--- src/rtl/uart_rx_fifo_pkg.sv ---
// Shared definitions for the UART receive path.
//   UART_BIT_PERIOD : default clocks per bit (12 MHz clock, 9600 baud); the
//                     CPU core and the TX block use the same constant.
//   rx_state_e      : encoding of the receive FSM states.
package uart_rx_fifo_pkg;

   localparam int unsigned UART_BIT_PERIOD = 1250;

   typedef enum logic [2:0] {
      IDLE  = 3'd0,
      START = 3'd1,
      DATA  = 3'd2,
      STOP  = 3'd3,
      BREAK = 3'd4
   } rx_state_e;

endpackage

--- src/rtl/uart_rx_fifo_sync_fifo.sv ---
// Synchronous first-word-fall-through FIFO.
//   clk, rst : clock and synchronous active-high reset (control state only)
//   push     : write din when there is room, or when a pop frees a slot in
//              the same cycle
//   pop      : remove the head entry; ignored while empty
//   din/dout : write data / head-of-FIFO data (valid while !empty)
//   count    : number of stored entries, 0..DEPTH
//   full     : count == DEPTH
//   empty    : count == 0
module sync_fifo #(
   parameter  int unsigned DEPTH  = 16,
   parameter  int unsigned DATA_W = 8,
   localparam int unsigned PTR_W  = $clog2(DEPTH)
) (
   input  logic              clk,
   input  logic              rst,
   input  logic              push,
   input  logic              pop,
   input  logic [DATA_W-1:0] din,
   output logic [DATA_W-1:0] dout,
   output logic [PTR_W:0]    count,
   output logic              full,
   output logic              empty
);

   localparam logic [PTR_W:0]   FULL_CNT = (PTR_W + 1)'(DEPTH);
   localparam logic [PTR_W:0]   CNT_ONE  = (PTR_W + 1)'(1);
   localparam logic [PTR_W-1:0] PTR_ONE  = PTR_W'(1);

   logic [DATA_W-1:0] mem_q [DEPTH];
   logic [PTR_W-1:0]  wr_ptr_q, wr_ptr_d;
   logic [PTR_W-1:0]  rd_ptr_q, rd_ptr_d;
   logic [PTR_W:0]    count_q, count_d;
   logic              wr_en, rd_en;

   always_comb begin
      rd_en = pop && (count_q != '0);
      // A simultaneous pop makes room, so a push at full still lands.
      wr_en = push && ((count_q != FULL_CNT) || rd_en);

      wr_ptr_d = wr_en ? wr_ptr_q + PTR_ONE : wr_ptr_q;
      rd_ptr_d = rd_en ? rd_ptr_q + PTR_ONE : rd_ptr_q;

      case ({wr_en, rd_en})
         2'b10:   count_d = count_q + CNT_ONE;
         2'b01:   count_d = count_q - CNT_ONE;
         default: count_d = count_q;
      endcase
   end

   always_ff @(posedge clk) begin
      if (rst) begin
         wr_ptr_q <= '0;
         rd_ptr_q <= '0;
         count_q  <= '0;
      end else begin
         wr_ptr_q <= wr_ptr_d;
         rd_ptr_q <= rd_ptr_d;
         count_q  <= count_d;
      end
   end

   // Storage carries no reset so it can map onto RAM.
   always_ff @(posedge clk) begin
      if (wr_en) begin
         mem_q[wr_ptr_q] <= din;
      end
   end

   assign dout  = mem_q[rd_ptr_q];
   assign count = count_q;
   assign full  = (count_q == FULL_CNT);
   assign empty = (count_q == '0);

endmodule

--- src/rtl/uart_rx_fifo.sv ---
// UART receiver (8N1, LSB first) feeding a first-word-fall-through FIFO.
//   clk       : single clock, rising edge
//   rst       : synchronous active-high reset
//   rx_pin    : asynchronous serial input, idle high
//   ready     : FIFO not empty
//   ack       : pop one byte (ignored while ready is low)
//   data      : head-of-FIFO byte, valid while ready is high
//   count     : bytes stored, 0..DEPTH
//   frame_err : one-cycle pulse when a stop bit is sampled low
//   overrun   : sticky; a received byte was dropped because the FIFO was full
module uart_rx_fifo
   import uart_rx_fifo_pkg::*;
#(
   parameter  int unsigned BIT_PERIOD = UART_BIT_PERIOD,
   parameter  int unsigned DEPTH      = 16,
   localparam int unsigned CNT_W      = $clog2(DEPTH) + 1
) (
   input  logic             clk,
   input  logic             rst,
   input  logic             rx_pin,
   output logic             ready,
   input  logic             ack,
   output logic [7:0]       data,
   output logic [CNT_W-1:0] count,
   output logic             frame_err,
   output logic             overrun
);

   localparam int unsigned   TMR_W     = $clog2(BIT_PERIOD);
   localparam logic [TMR_W-1:0] HALF_LAST = TMR_W'(BIT_PERIOD / 2 - 1);
   localparam logic [TMR_W-1:0] BIT_LAST  = TMR_W'(BIT_PERIOD - 1);
   localparam logic [TMR_W-1:0] TMR_ONE   = TMR_W'(1);

   rx_state_e        state_q, state_d;
   logic [TMR_W-1:0] tmr_q, tmr_d;
   logic [2:0]       bit_idx_q, bit_idx_d;
   logic [7:0]       shift_q, shift_d;
   logic             rx_meta_q, rx_meta_d;
   logic             rx_sync_q, rx_sync_d;
   logic             frame_err_q, frame_err_d;
   logic             overrun_q, overrun_d;
   logic             rx_push;
   logic             fifo_full, fifo_empty;

   // State register
   always_ff @(posedge clk) begin
      if (rst) begin
         state_q     <= IDLE;
         tmr_q       <= '0;
         bit_idx_q   <= '0;
         rx_meta_q   <= 1'b1;
         rx_sync_q   <= 1'b1;
         frame_err_q <= 1'b0;
         overrun_q   <= 1'b0;
      end else begin
         state_q     <= state_d;
         tmr_q       <= tmr_d;
         bit_idx_q   <= bit_idx_d;
         rx_meta_q   <= rx_meta_d;
         rx_sync_q   <= rx_sync_d;
         frame_err_q <= frame_err_d;
         overrun_q   <= overrun_d;
      end
   end

   always_ff @(posedge clk) begin
      shift_q <= shift_d;
   end

   // Next-state logic
   always_comb begin
      rx_meta_d = rx_pin;
      rx_sync_d = rx_meta_q;
      state_d   = state_q;
      tmr_d     = tmr_q;
      bit_idx_d = bit_idx_q;
      shift_d   = shift_q;

      case (state_q)
         IDLE: begin
            if (!rx_sync_q) begin
               state_d   = START;
               tmr_d     = '0;
               bit_idx_d = '0;
            end
         end
         START: begin
            // Re-check mid start bit so short glitches are rejected.
            if (tmr_q == HALF_LAST) begin
               tmr_d   = '0;
               state_d = rx_sync_q ? IDLE : DATA;
            end else begin
               tmr_d = tmr_q + TMR_ONE;
            end
         end
         DATA: begin
            // Timer was aligned mid start bit, so each wrap lands mid bit.
            if (tmr_q == BIT_LAST) begin
               tmr_d     = '0;
               shift_d   = {rx_sync_q, shift_q[7:1]};
               bit_idx_d = bit_idx_q + 3'd1;
               if (bit_idx_q == 3'd7) begin
                  state_d = STOP;
               end
            end else begin
               tmr_d = tmr_q + TMR_ONE;
            end
         end
         STOP: begin
            if (tmr_q == BIT_LAST) begin
               tmr_d   = '0;
               state_d = rx_sync_q ? IDLE : BREAK;
            end else begin
               tmr_d = tmr_q + TMR_ONE;
            end
         end
         BREAK: begin
            if (rx_sync_q) begin
               state_d = IDLE;
            end
         end
         default: state_d = IDLE;
      endcase
   end

   // Outputs
   always_comb begin
      rx_push     = 1'b0;
      frame_err_d = 1'b0;
      if ((state_q == STOP) && (tmr_q == BIT_LAST)) begin
         rx_push     = rx_sync_q;
         frame_err_d = !rx_sync_q;
      end
      // A pop in the same cycle frees a slot, so that push is not a drop.
      overrun_d = overrun_q | (rx_push & fifo_full & ~ack);
   end

   sync_fifo #(
      .DEPTH  (DEPTH),
      .DATA_W (8)
   ) u_fifo (
      .clk   (clk),
      .rst   (rst),
      .push  (rx_push),
      .pop   (ack),
      .din   (shift_q),
      .dout  (data),
      .count (count),
      .full  (fifo_full),
      .empty (fifo_empty)
   );

   assign ready     = !fifo_empty;
   assign frame_err = frame_err_q;
   assign overrun   = overrun_q;

endmodule

--- config.mk ---
export PLATFORM = sky130hd
export DESIGN_NAME = uart_rx_fifo
export DESIGN_NICKNAME = d
export VERILOG_FILES = /design/src/rtl/uart_rx_fifo_pkg.sv /design/src/rtl/uart_rx_fifo_sync_fifo.sv /design/src/rtl/uart_rx_fifo.sv
export SDC_FILE = /design/constraint.sdc
export NUM_CORES = 1
export LEC_CHECK = 0
export ABC_CLOCK_PERIOD_IN_PS = 5250
export BUFFER_PORTS_ARGS = -buffer_cell sky130_fd_sc_hd__buf_2
export CAP_MARGIN = 20
export CORE_MARGIN = 3
export CORE_UTILIZATION = 30
export CTS_CLUSTER_DIAMETER = 40
export DETAILED_ROUTE_END_ITERATION = 7
export GPL_TIMING_DRIVEN = 0
export PLACE_DENSITY = 0.4
export SYNTH_ARGS = -nofsm -noshare
export SYNTH_HDL_FRONTEND = slang
export SYNTH_HIERARCHICAL = 1
export SYNTH_SLANG_ARGS = --single-unit
--- constraint.sdc ---
create_clock -name clk -period 5.25 [get_ports clk]
set_input_delay 1.05 -clock clk [delete_from_list [all_inputs] [get_ports clk]]
set_output_delay 1.05 -clock clk [all_outputs]
set_load 0.01 [all_outputs]
# Word-level counts from Yosys, hierarchy flattened
# Memory sizes are Yosys's and may differ from the RTL's. A register that Yosys moved wholly into a read port is not among the register bits.
# Cells that the tools add are included.
[op_classes]
add_sub_neg = 6
eq_ne = 17
muxes = 22
bitwise_logic = 5
reduce_logical = 18
[ops]
columns = ["cell", "count"]
rows = [
  ["$mux W11", 3],
  ["$pmux W11 S3", 1],
  ["$mux W3", 9],
  ["$pmux W3 S5", 1],
  ["$ne A2 B2 Y1 const B", 6],
  ["$add A11 B1 Y11 const B", 1],
  ["$eq A11 B10 Y1 const B", 1],
  ["$eq A11 B11 Y1 const B", 1],
  ["$pmux W5 S2", 1],
  ["$add A4 B1 Y4 const B", 2],
  ["$mux W4", 2],
  ["$eq A3 B2 Y1 const B", 2],
  ["$eq A3 B3 Y1 const B", 2],
  ["$pmux W3 S2", 1],
  ["$reduce_and A6 Y1", 1],
  ["$add A5 B1 Y5 const B", 1],
  ["$eq A5 B5 Y1 const B", 1],
  ["$logic_not A5 Y1", 1],
  ["$ne A5 B5 Y1 const B", 1],
  ["$reduce_bool A5 Y1", 1],
  ["$sub A5 B1 Y5 const B", 1],
  ["$reduce_and A2 Y1", 2],
  ["$reduce_bool A2 Y1", 2],
  ["$reduce_or A2 Y1", 2],
  ["other kinds (15)", 22],
]
[word_totals]
register_bits = 42
mem_count = 1
output_inout_bits = 16
in_bits = 4
elab_cells = 80
mem_bits_rw = 128
[memory_table]
columns = ["name", "words", "word_bits", "read_ports", "rd_clocked_by_memory_dff", "wr", "line_no", "source"]
rows = [
  ["u_fifo.mem_q", 16, 8, 1, 1, 1, "uart_rx_fifo_sync_fifo.sv:30", "logic [DATA_W-1:0] mem_q [DEPTH];"],
]

# Logic depth before layout (Yosys ltp)
# Gate-level depths: netlist of the first run.
[logic_depth]
depth_word = 6
mapped_depth = 14
ltp_nobuf = 13

# Hierarchy
# The synthesis of the first run kept the hierarchy.
[modules_own_cells]
columns = ["module", "cells_per_inst", "seq_area_each_um2", "area_per_inst_um2", "n_inst"]
rows = [
  ["sync_fifo", 320, 4184.0, 5844.4, 1],
  ["uart_rx_fifo", 149, 660.6, 1403.8, 1],
]

# Least setup slack after synthesis of the first run
# OpenSTA, ideal clock, no wires.
[synth_path]
path_kind = "register to register"
startpoint = "register tmr_q[2]"
endpoint = "register u_fifo.count_q[4] (netlist: u_fifo/count[4])"
path_slack_ns = 1.926
setup_ns = 0.064
t_arrival_ns = 3.260
path_buffers = 1
path_stages_with_launch = 13
synth_period_minus_slack_ns = 3.324
required_time_ns = 5.186
path_cell_list = "dfxtp_1 or4b_4 nor4_1 and3_1 o31ai_4 ha_1 clkbuf_1 xor2_1 ha_1 o21ai_0 or3_1 a2111o_1 nand4_1"
[synth_between]
elab_chain_cells = 6
word_cells_on_any_way = 8
classes_between = "3 x eq/ne; 2 x mux; 3 x reduce/logical"
[synth_rtl]
columns = ["item", "line_no", "source"]
rows = [
  ["from (decl)", "uart_rx_fifo.sv:35", "logic [TMR_W-1:0] tmr_q, tmr_d;"],
  ["from (signal assigned)", "uart_rx_fifo.sv:57", "tmr_q <= tmr_d;"],
  ["$eq A11 B11 Y1 *", "uart_rx_fifo.sv:130", "if ((state_q == STOP) && (tmr_q == BIT_LAST)) begin"],
  ["$logic_and A1 B1 Y1 *", "uart_rx_fifo.sv:130", ""],
  ["$mux W1 *", "uart_rx_fifo.sv:130", ""],
  ["named net rx_push", "uart_rx_fifo.sv:42", "logic rx_push;"],
  ["$logic_and A1 B1 Y1 *", "uart_rx_fifo_sync_fifo.sv:39", "wr_en = push && ((count_q != FULL_CNT) || rd_en);"],
  ["$eq A2 B1 Y1 or $eq A2 B2 Y1 (tied branches)", "uart_rx_fifo_sync_fifo.sv:44", "case ({wr_en, rd_en})"],
  ["$pmux W5 S2 or $reduce_bool A2 Y1 (tied branches)", "-", ""],
  ["to (signal assigned)", "uart_rx_fifo_sync_fifo.sv:59", "count_q <= count_d;"],
  ["to (decl)", "uart_rx_fifo_sync_fifo.sv:33", "logic [PTR_W:0] count_q, count_d;"],
]
# The timed path passes the listed nets; every way through them passes the cells marked *.
# A chain may end at the register's enable or synchronous reset.

# Worst setup path in the final report of the first run
[layout_path]
startpoint = "register tmr_q[5]"
endpoint = "register u_fifo.count_q[4] (netlist: u_fifo/count[4])"
# The elaborated chain is that of the path after synthesis.

==> results.txt, run 1 <==
Pins Over Slew Limit - 0
Max-Cap Viols - 0
CTS tree - built
post-synthesis sequential area ratio - 66.8%
Leakage - 2.74 nW
Die ar. - 26100 µm²
r2r endpoint - u_fifo/count[4]
number of diodes - 0
post-route design area - 8370 µm²
Skew-Pair Late Insertion Delay - 430 ps
Pwr Density - 400 nW/µm²
placed cell areas - 7740 µm²
library cells used by synthesis - 56
Placement Setup Slack - 1340 ps
row cnt - 56
area leader, netlist - edfxtp_1
Setup TNS - 0 ps
Via-to-Cell Ratio - 4.77
drt first pass iters - 4
final worst-path setup slack - 1370 ps
Ys Warns - 6
WS Path Type - reg2reg
DR WL met2 - 7450 µm
Top-Level Pins - 20
DRC viols - 0
Worst setup SP type - register
vias in the first global route - 4108
clock slew at reported path FFs - 70 ps
main area contributors after synthesis - edfxtp_1, dfxtp_1, mux4_2
Post-CTS Setup Inserts - 0
GRT Util Overall - 12.9%
final setup skew - 11.9 ps
final setup vio count - 0
crit path to - u_fifo/count[4]
Worst slew margin - 42.3%
first-pass GRT wire length - 24800 µm
CP Launch Point - tmr_q[5]
Initial Util - 30.7%
final hold viol count - 0
Synth Instances - 469
Root Buffer - clkbuf_16
initial antenna violation count - 0
clock tree sinks - 174
Layout area overhead - 15.5%
Hold Crit Class - reg2reg
GRT overflow - 0
CP Data Arrival Time - 4250 ps
Nets - 525
Initial DRC Count - 180
top routing layer used - met4
RePlAce Congestion - 0.770
vias - 3998
reg2reg start - tmr_q[5]
core box area - 23600 µm²
Hold Buf Count CTS - 0
Die H - 161 µm
cts bufs inserted - 17
die width - 161 µm
status - complete, no violations
largest net degree at the start of global routing - 18
VDD IR max - 0.000177 V
RSZ-0062 raised after global routing - false
post-CTS sizing - 0
top-count cell post-synth - edfxtp_1
DR WL met3 - 475 µm
flop and latch count out of synthesis - 174
FILL cells - 2273
R2R depth - 12
final wirelength - 15900 µm
Post-synth top cells - edfxtp_1, dfxtp_1, nand2_1
# port buffers - 19
Max FO, Critical Path - 8
Post-Synthesis Cell Area - 7250 µm²
Req. time, crit path - 5620 ps
Post-Syn Area per Cell - 15.5 µm²
syn nets - 487
Worst Max-Slew Pin Slew - 853 ps
minimum clock period - 3880 ps
minimum hold slack - 418 ps
M1 wire length - 7780 µm
Async SR Flop Fraction - 0%
f_max - 0.258 GHz
H-tree lvl count - 4
share of cells above drive strength 1 - 21.3%
DR WL/cell - 19.0 µm
R2R Setup Slk - 1370 ps
CTS max path bufs - 2
Post-synth EDFFs - 136
Primary FF master, synth - edfxtp_1
CP endpoint kind - register
Final Cycle Share - 73.9%
HPWL after DPL - 10500 µm
top cell type's share of synthesized area - 56.3%
Antenna Nets Post-Route - 0
## state kept, by name, summed over array words and instances, names as in the netlist, named ones only
register         cells
rx_meta_q            1
u_fifo/count         5
state_q              3
u_fifo/mem_q       128
u_fifo/wr_ptr_q      4
bit_idx_q            3
overrun              1
frame_err            1
rx_sync_q            1
shift_q              8
tmr_q               11
u_fifo/rd_ptr_q      4
## cell families (layout without fill, tap and decap cells)
logic type / after synthesis / after routing / synth area share (%)
AO/OA/AOI/OAI: 58 / 58 / 5.73
XOR/XNOR: 8 / 8 / 0.967
adder cells (fa/ha/maj): 14 / 14 / 2.42
multiplexers: 35 / 35 / 10.4
flip-flops: 174 / 174 / 66.8
AND/OR/NAND/NOR: 147 / 147 / 11.4
buffers and inverters: 33 / 84 / 2.26
## report_power, final
group	switching [mW]	internal, mW	leakage [nW]
sequential	0.0175	1.48	1.53
combinational	0.292	0.249	0.901
clock	0.548	0.761	0.314
total	0.857	2.49	2.74
## cell type report
type	count	area, µm²	area share, %
tap	319	399	4.77
clock inverter	9	76.3	0.912
clock buffer	23	554	6.62
sequential	174	4840	57.9
buffer	22	123	1.46
inverter	11	41.3	0.493
multi-input combinational	262	2240	26.7
timing repair buffer	19	95.1	1.14
## cells in the final DEF, fill, tap and decap left out, types with 11 or more instances in the layout
cell and count:
edfxtp_1 136, dfxtp_1 38, nand2_1 35, mux4_2 32
nor2_1 23, buf_2 23, clkbuf_16 22, and2_1 18
a22oi_1 16, ha_1 14, nand3_1 13, clkbuf_1 12
a21oi_1 12, inv_1 11
## per-layer routing
metal | GRT usage (%) | up-vias
li1 | - | 1908
met1 | 18.2 | 2015
met2 | 20.0 | 57
met3 | 2.98 | 18
met4 | 3.64 | 0
met5 | 0 | -
## worst max-delay path: stages, from the launching register on
cell and delay [ps]:
dfxtp_1 460, or4b_4 540, nor4_1 510, and3_1 430, o31ai_4 170, ha_1 250
clkbuf_1 200, xor2_1 170, ha_1 190, o21ai_0 80, or3_1 370, a2111o_1 380
nand4_1 70
## how the worst min path moves through the flow
stage	from	to	slack (ps)	cells past startpoint
floorplan	rx_meta_q	rx_sync_q	390	1
global placement	rx_meta_q	rx_sync_q	400	1
detailed placement	rx_meta_q	rx_sync_q	400	1
CTS	rx_meta_q	rx_sync_q	420	1
global route	rx_meta_q	rx_sync_q	450	1
finish	rx_meta_q	rx_sync_q	420	1
## per-stage QoR
stage | total power [mW] | util (%) | instances
2_1_floorplan | 1.93 | - | 469
3_3_place_gp | 2.08 | 32.8 | 807
3_5_place_dp | 2.08 | 32.8 | 807
4_1_cts | 3.40 | 35.5 | 839
5_1_grt | 3.51 | 35.5 | 839
6_report | 3.35 | 35.5 | 839
Note: power is estimated with default switching activity, not from simulation.
==> run 2, diff against run 1 <==
--- a/config.mk
+++ b/config.mk
@@ -5,7 +5,7 @@
 export SDC_FILE = /design/constraint.sdc
 export NUM_CORES = 1
 export LEC_CHECK = 0
-export ABC_CLOCK_PERIOD_IN_PS = 5250
+export ABC_CLOCK_PERIOD_IN_PS = 3400
 export BUFFER_PORTS_ARGS = -buffer_cell sky130_fd_sc_hd__buf_2
 export CAP_MARGIN = 20
 export CORE_MARGIN = 3
@@ -13,7 +13,7 @@
 export CTS_CLUSTER_DIAMETER = 40
 export DETAILED_ROUTE_END_ITERATION = 7
 export GPL_TIMING_DRIVEN = 0
-export PLACE_DENSITY = 0.4
+export PLACE_DENSITY = 0.42
 export SYNTH_ARGS = -nofsm -noshare
 export SYNTH_HDL_FRONTEND = slang
 export SYNTH_HIERARCHICAL = 1
==> constraint.sdc (replaced) <==
create_clock -name clk -period 3.4 [get_ports clk]
set_input_delay 0.68 -clock clk [delete_from_list [all_inputs] [get_ports clk]]
set_output_delay 0.68 -clock clk [all_outputs]
set_load 0.01 [all_outputs]
==> results.txt, run 2 (synthesis gave the netlist of run 1 again) <==
DR WL met2 - 7960 µm (+6.9%)
Req. time, crit path - 3760 ps (-1860 ps)
Hold Buf Count CTS - 0 (unchanged)
f_max - 0.310 GHz (+20%)
clock tree sinks - 174 (unchanged)
vias in the first global route - 4207 (+2.4%)
cts bufs inserted - 17 (unchanged)
clock slew at reported path FFs - 70 ps (about the same)
FILL cells - 2313 (+1.8%)
RSZ-0062 raised after global routing - false
row cnt - 56 (unchanged)
RePlAce Congestion - 0.758 (-1.5%)
vias - 4080 (+2.1%)
final setup vio count - 0 (unchanged)
Leakage - 2.70 nW (-1.6%)
CP endpoint kind - register
minimum hold slack - 409 ps (-9.03 ps)
Max FO, Critical Path - 9 (+1)
Combinational Power Share - 16.7% (+0.5 points)
CP Data Arrival Time - 3590 ps (-660 ps)
final hold viol count - 0 (unchanged)
DR WL met3 - 476 µm (+0.21%)
Root Buffer - clkbuf_16
biggest regs - u_fifo/mem_q (128), tmr_q (11), shift_q (8)
Flop pwr share - 46.4% (+1.6 points)
Die ar. - 26100 µm² (unchanged)
VDD IR max - 0.000291 V (+64%)
final wirelength - 16100 µm (+1.5%)
Initial DRC Count - 257 (+43%)
largest net degree at the start of global routing - 18 (unchanged)
status - complete, no violations
Clock power frac - 36.9% (-2.2 points)
Layout area overhead - 14.9%
WS Path Type - reg2reg
Antenna Nets Post-Route - 0 (unchanged)
P_sw - 1.35 mW (+57%)
Final Cycle Share - 94.9% (+21 points)
DR WL/cell - 19.2 µm (+1.5%)
core box area - 23600 µm² (unchanged)
Worst slew margin - 41.3% (-0.97 points)
minimum clock period - 3230 ps (-654 ps)
drt first pass iters - 4 (unchanged)
CTS tree - built
CP Launch Point - tmr_q[2]
most frequent cells in the layout - edfxtp_1, dfxtp_1, nand2_1
Finished Layout Cells - 839 (unchanged)
Die H - 161 µm (unchanged)
commonest non-fill, non-tap cell in the layout - edfxtp_1
Worst Max-Slew Pin Slew - 868 ps (+14.3 ps)
GRT Util Overall - 13.1% (+0.15 points)
number of diodes - 0 (unchanged)
final setup skew - 13.1 ps (+1.21 ps)
first-pass GRT wire length - 25300 µm (+1.9%)
Internal - 3.64 mW (+46%)
Top-Level Pins - 20 (unchanged)
min-delay src - rx_meta_q
Max-Cap Viols - 0 (unchanged)
Worst setup SP type - register
Top reg by flops - u_fifo/mem_q
Multi-input gate area - 2260 µm² (+0.89%)
reg2reg start - tmr_q[2]
# port buffers - 19 (unchanged)
sequential cell area - 4850 µm² (about the same)
CTS max path bufs - 2 (unchanged)
Largest register FFs - 128 (unchanged)
top routing layer used - met4
Nets - 525 (unchanged)
Pins Over Slew Limit - 0 (unchanged)
GRT overflow - 0 (unchanged)
M1 wire length - 7450 µm (-4.2%)
share of cells above drive strength 1 - 22.1% (+0.77 points)
Pwr Density - 599 nW/µm² (+50%)
Via-to-Cell Ratio - 4.86 (+2.1%)
switching share of power - 27.0% (+1.4 points)
initial antenna violation count - 0 (unchanged)
Skew-Pair Late Insertion Delay - 430 ps (about the same)
die width - 161 µm (unchanged)
Hold Crit Class - reg2reg
HPWL after DPL - 10600 µm (+1.2%)
final worst-path setup slack - 172 ps (-1200 ps)
DRC viols - 0 (unchanged)
Initial Util - 30.7% (unchanged)
Placement Setup Slack - -455 ps (-1800 ps)
H-tree lvl count - 4 (unchanged)
Post-Place Cells - 807 (unchanged)
run 2: changes by cell type in the layout (fill, tap and decap cells not counted), sizes merged:
cell      change
buf           -1
clkbuf        -5
clkinv        +3
clkinvlp      +2
inv           +1
run 2: what timing repair did:
item / CTS / global route
pin swaps: 2 / 0
gates resized for setup: 5 / 4
buffers inserted: 1 / 0
endpoints found under the setup margin: 66 / 10
run 2: worst max-delay path, stage by stage (launching register included):
cell and delay [ps]:
dfxtp_1 370, or4b_4 610, nor4_4 210, and3_4 250, o31ai_4 110, ha_1 340
xor2_1 180, ha_1 200, o21ai_0 90, or3_1 360, a2111o_1 370, nand4_1 70
run 2: per-stage QoR:
stage,setup TNS [ps],utilization (%),instance area [µm²],total power [mW]
after floorplan,0,-,7250,2.98
after global placement,-8540,32.8,7740,3.21
after detailed placement,-7780,32.8,7740,3.22
after CTS,0,35.3,8320,5.07
after global routing,0,35.3,8330,5.24
final,0,35.3,8330,4.99
run 2: final timing paths:
| path | cells after the start | to | slack (ps) |
|---|---|---|---|
| hold reg to reg | 1 | rx_sync_q | 410 |
| hold / removal | 1 | rx_sync_q | 410 |
| setup / recovery | 11 | u_fifo/count[4] | 170 |
| setup reg to reg | 11 | u_fifo/count[4] | 170 |
run 2: power by group through the flow:
stage | logic, mW | registers [mW] | clock network, mW
floorplan | 0.621 | 2.36 | 0
global placement | 0.846 | 2.36 | 0
detailed placement | 0.854 | 2.36 | 0
CTS | 0.856 | 2.31 | 1.90
global route | 0.923 | 2.32 | 1.99
finish | 0.834 | 2.32 | 1.84
run 2: cell type report:
class | count | share of cell area (%)
buffer | 21 | 1.52
clock buffer | 17 | 5.11
clock inverter | 15 | 1.53
inverter | 11 | 0.496
multi-input combinational | 262 | 27.1
sequential | 174 | 58.2
tap | 319 | 4.79
timing repair buffer | 20 | 1.23
run 2: routing by layer:
metal | track usage, % | vias to the layer above
met3 | 2.51 | 17
met5 | 0 | -
met4 | 4.22 | 0
li1 | - | 1903
met2 | 21.7 | 64
met1 | 17.3 | 2096
